==> config.mk <==
export PLATFORM = sky130hd
export DESIGN_NAME = mem_arb_slot
export DESIGN_NICKNAME = d
export VERILOG_FILES = /design/src/rtl/mem_miss_arbiter_pkg.sv /design/src/rtl/mem_arb_slot.sv
export SDC_FILE = /design/constraint.sdc
export NUM_CORES = 1
export LEC_CHECK = 0
export ABC_AREA = 1
export CAP_MARGIN = 40
export CORE_MARGIN = 4
export CORE_UTILIZATION = 43
export DETAILED_ROUTE_END_ITERATION = 12
export PLACE_DENSITY = 0.91
export REMOVE_ABC_BUFFERS = 1
export SLEW_MARGIN = 20
export SYNTH_ARGS = -nofsm -noshare
export SYNTH_HDL_FRONTEND = slang
export SYNTH_SLANG_ARGS = --single-unit
==> constraint.sdc <==
create_clock -name clock -period 1.9 [get_ports clock]
set_input_delay 0.57 -clock clock [delete_from_list [all_inputs] [get_ports clock]]
set_output_delay 0.57 -clock clock [all_outputs]
set_load 0.005 [all_outputs]
==> src/rtl/mem_miss_arbiter_pkg.sv <==
// rtl/mem_miss_arbiter_pkg.sv - shared types and widths for the I$/D$ miss arbiter
package mem_miss_arbiter_pkg;

    localparam int THR_W                   = 2;
    localparam int NTHR                    = 4;
    localparam int LINE_W                  = 128;
    localparam int MEM_ARB_TIMEOUT_DEFAULT = 1024;

    typedef struct packed {
        logic [31:0] addr;
        logic        is_evict;
    } memory_request_t;

    typedef enum logic [1:0] {
        IDLE,
        REQ,
        WAIT_RSP
    } mem_arb_state_t;

    typedef enum logic {
        OWNER_ICACHE,
        OWNER_DCACHE
    } mem_arb_owner_t;

    function automatic mem_arb_owner_t other_owner(input mem_arb_owner_t o);
        return (o == OWNER_ICACHE) ? OWNER_DCACHE : OWNER_ICACHE;
    endfunction

endpackage

==> src/rtl/mem_arb_slot.sv <==
// rtl/mem_arb_slot.sv - one-deep pending request slot with flush squash and overflow pulse
module mem_arb_slot import mem_miss_arbiter_pkg::*; (
    input  logic             clock,
    input  logic             reset,
    input  logic [NTHR-1:0]  flush,
    input  logic             req_valid,
    input  memory_request_t  req_info,
    input  logic [THR_W-1:0] req_thread_id,
    input  logic             grant,
    input  logic             free,
    output logic             pending,
    output logic             eligible,
    output memory_request_t  info,
    output logic [THR_W-1:0] thread_id,
    output logic             overflow
);

    logic granted;

    // A slot whose thread is being flushed this cycle must not win arbitration.
    assign eligible = pending && !granted && !flush[thread_id];

    always_ff @(posedge clock or negedge reset) begin
        if (!reset) begin
            pending   <= 1'b0;
            granted   <= 1'b0;
            info      <= '0;
            thread_id <= '0;
            overflow  <= 1'b0;
        end else begin
            overflow <= req_valid && pending;
            if (free) begin
                pending <= 1'b0;
                granted <= 1'b0;
            end else if (pending && !granted && flush[thread_id]) begin
                pending <= 1'b0;
            end else if (grant) begin
                granted <= 1'b1;
            end
            if (req_valid && !pending && !flush[req_thread_id]) begin
                pending   <= 1'b1;
                info      <= req_info;
                thread_id <= req_thread_id;
            end
        end
    end

endmodule

Word level (Yosys, flattened, before mapping)
Index checks and enable logic that the tools add are counted.
W data, S select, Z words.
{"block": "word_totals", "input_bits": 44, "output_inout_bits": 38, "reg_bits": 38}
{"block": "op_classes", "n_eq_ne": 1, "n_mux": 10, "reduce_logical": 13, "order_cmp": 2}
{"operator": "$mux W1", "count": 8}
{"operator": "$logic_and A1 B1 Y1", "count": 6}
{"operator": "$lt A2 B3 Y1 const B", "count": 2}
{"operator": "$bmux W1 S2", "count": 2}
{"operator": "$logic_not A1 Y1", "count": 4}
{"operator": "$reduce_bool A3 Y1", "count": 1}
{"operator": "$ne A2 B2 Y1 const B", "count": 1}
{"operator": "$reduce_and A2 Y1", "count": 1}
{"operator": "$reduce_bool A2 Y1", "count": 1}

Logic depth before layout (Yosys ltp)
{"block": "depth", "word_depth": 6, "depth_mapped": 7, "mapped_depth_nobuf": 6}

Worst setup path after synthesis
No wires, ideal clock.
{"block": "synth_timing", "kind": "input to output", "from": "input port flush[3]", "to": "output port eligible", "path_slack_ns": 0.430, "arrival_time_ns": 0.900, "path_buffers": 0, "path_stages": 3, "cell_sequence": "nand2_1 > nand3_1 > a21boi_0"}
{"block": "synth_via", "elab_chain_len": 4}
{"item": "start, declared", "line": "mem_arb_slot.sv:5", "rtl": "input logic [NTHR-1:0] flush,"}
{"item": "$bmux W1 S2", "line": "mem_arb_slot.sv:21", "rtl": "assign eligible = pending && !granted && !flush[thread_id];"}
{"item": "$mux W1 (not written as such)", "line": "mem_arb_slot.sv:21"}
{"item": "$logic_not A1 Y1", "line": "mem_arb_slot.sv:21"}
{"item": "$logic_and A1 B1 Y1", "line": "mem_arb_slot.sv:21"}
{"item": "end, declared", "line": "mem_arb_slot.sv:12", "rtl": "output logic eligible,"}
No other way between the ends. The select of a mux whose other input is x is not followed.

Worst setup path after layout
{"block": "layout_timing", "from": "input port flush[0]", "to": "output port eligible"}
Same word-level chain as after synthesis.

==> impl_metrics.json <==
{
  "antenna_found_initial": 0,
  "seqCellArea_um2": 950.9,
  "met1_length_mm": 1.840,
  "r2r-start": "pending",
  "coreArea_um2": 3744,
  "post-synth-top-count-cell": "nand2_1",
  "reg2reg_slack_ns": 0.69,
  "fill_cells": 301,
  "design_area_um2": 2695,
  "min_period_ns": 1.837,
  "synth_commonest_cells": "nand2_1 (81), dfrtp_1 (38), nand4_1 (34)",
  "pre_cts_slack_ns": -0.5783,
  "route.detailed.drc": 0,
  "run_status": "complete, no violations",
  "grt_start_max_net_pins": 36,
  "syn_area_um2": 1702,
  "cts_setup_buffers": 0,
  "worstSkewPairLatency_ns": 0.29,
  "grt_pass1_vias": 1635,
  "fin_skew_ns": 0.003140,
  "wl_met2_mm": 2.247,
  "yosysWarnings": 0,
  "rsz0062_at_grt": "false",
  "place_hpwl_mm": 3.355,
  "synth_enable_flop_cells": 0,
  "htree_levels": 2,
  "critPathLaunchType": "primary input",
  "ys_ff_latch": 38,
  "max_freq_mhz": 544.3,
  "area_delta_synth_final_pct": 58.38,
  "crit_type": "primary input to output port",
  "portBuffers": 81,
  "rows": 22,
  "tightest_slew_ns": 0.4058,
  "met3WireLength_um": 409,
  "fp.dieW_um": 70.91,
  "setup_slack_ns": 0.06263,
  "io_pins": 82,
  "post_drt_wl_per_cell_um": 14.01,
  "clockBufferDepth": 2,
  "arrival_ns": 1.27,
  "hp-class": "primary input to async pin",
  "synth_area_leaders": "dfrtp_1 (56%), nand2_1 (18%), nand4_1 (13%), buf_2 (2.6%), nand3_4 (2.1%)",
  "drive_above_1_share": 0.09091,
  "synth_cell_types": 15,
  "first_pass_iters": 4,
  "grt.overflow.total": 0,
  "fin_crit_sh": 0.9670,
  "slew_headroom": 0.7294,
  "ys_async_sr_fraction": 1.000,
  "fin_nets": 318,
  "die_h_um": 70.91,
  "grtUsageTotal": 0.1900,
  "netlist_instances": 189,
  "yosysTopAreaCell": "dfrtp_1",
  "slew_violations": 0,
  "hold_buffers": 0,
  "clock_sinks": 38,
  "cts.clk_slew.worst_paths_ns": 0.07,
  "viasPerCell": 5.056,
  "drtAntennaViolNets": 0,
  "synth_area_per_cell_um2": 9.003,
  "place_congestion": 0.7828,
  "grt_pass1_wl_mm": 7.576,
  "die_area_um2": 5028,
  "place_area_um2": 2606,
  "crit_required_ns": 1.33,
  "ys_seq_area_frac": 0.5588,
  "p_leak_nw": 1.334,
  "multi_input_area_um2": 639.4,
  "cts_buffers": 5,
  "p_per_area_nw_per_um2": 984.9,
  "vdd_drop_max_mv": 0.6883,
  "drt_iter0_drc": 62,
  "wl_mm": 4.525,
  "root_buffer": "clkbuf_8",
  "drv_cap": 0,
  "end_kind": "output port",
  "vias": 1633,
  "critical_path.max_fanout": 2,
  "hold_viol_final": 0,
  "initial_core_util": 0.4545,
  "crit_path_start": "flush[0]",
  "ys.flop_type": "dfrtp_1",
  "cts_tree": "done",
  "diodes": 0,
  "setup_violations": 0,
  "yosys.area.top_type_share": 0.5588,
  "highest_layer": "met4"
}
==> cell usage in the layout (no fill, tap or decap), drive strengths merged <==
cell and instances:
nand4 34, dlygate4sd2 4, a21boi 1, nand3 5
nor2 5, inv 10, dlymetal6s2s 1, clkinv 1
nand2 82, nand3b 2, dfrtp 38, clkdlybuf4s50 74
clkbuf 7, buf 11
==> per-layer routing <==
layer,GRT usage,vias to the layer above
met5,0,-
met4,0.05428,0
met3,0.07244,4
met2,0.3244,81
met1,0.2228,755
li1,-,793
==> critical path: stages <==
cell,delay (ns)
dlygate4sd2_1,0.25
nand2_1,0.07
nand3b_1,0.10
a21boi_1,0.14
buf_2,0.13
==> sequential cells by signal, indices dropped and copies added, names as in the netlist <==
name / count
granted: 1
pending: 1
overflow: 1
thread_id: 2
info: 33
==> area by class of cell <==
type                    count  share of cell area
multi-input cells         129              0.2372
well taps                  48             0.02228
flip-flops and latches     38              0.3528
repair buffers             90              0.3398
inverters                  10             0.01393
clock inverters             1            0.001857
clock buffers               7             0.03203
==> path summary, 6_finish.rpt <==
kind | endpoint | cells past startpoint
worst max-delay path | eligible | 5
worst min-delay path | info[21] | 1
worst max register to register | info[22] | 5
worst min register to register | info[23] | 2
max in group asynchronous | thread_id[0] | 2
min in group clock | info[23] | 2
==> what timing repair did <==
item / CTS / global route
pin swaps: 4 / 1
resized for setup: 10 / 1
endpoints found under the setup margin: 1 / 2
==> metrics by stage <==
stage	power, W	setup TNS [ns]	instances	util	hold slack, ns
2_1_floorplan	0.001438	0	177	-	0.2744
3_3_place_gp	0.002088	-0.4919	315	0.6962	0.4540
3_5_place_dp	0.002123	-0.5783	315	0.6962	0.4580
4_1_cts	0.002690	0	323	0.7193	0.2069
5_1_grt	0.002832	0	323	0.7199	0.2414
6_report	0.002654	0	323	0.7199	0.2037
==> kinds of logic (layout without fill, tap and decap cells) <==
kind of cell,count (synthesis),in the layout,share of synthesized area
and+or+nand+nor,128,128,0.3684
buffers and inverters,22,108,0.06838
DFF,38,38,0.5588
AOI/OAI and AO/OA,1,1,0.004413
==> power by group <==
group	internal, W	switching, W	total (W)
Clock	0.000293	0.000270	0.000562
Combinational	0.000580	0.000371	0.000951
Sequential	0.00102	0.000121	0.00114
(Power assumes the default switching activity.)
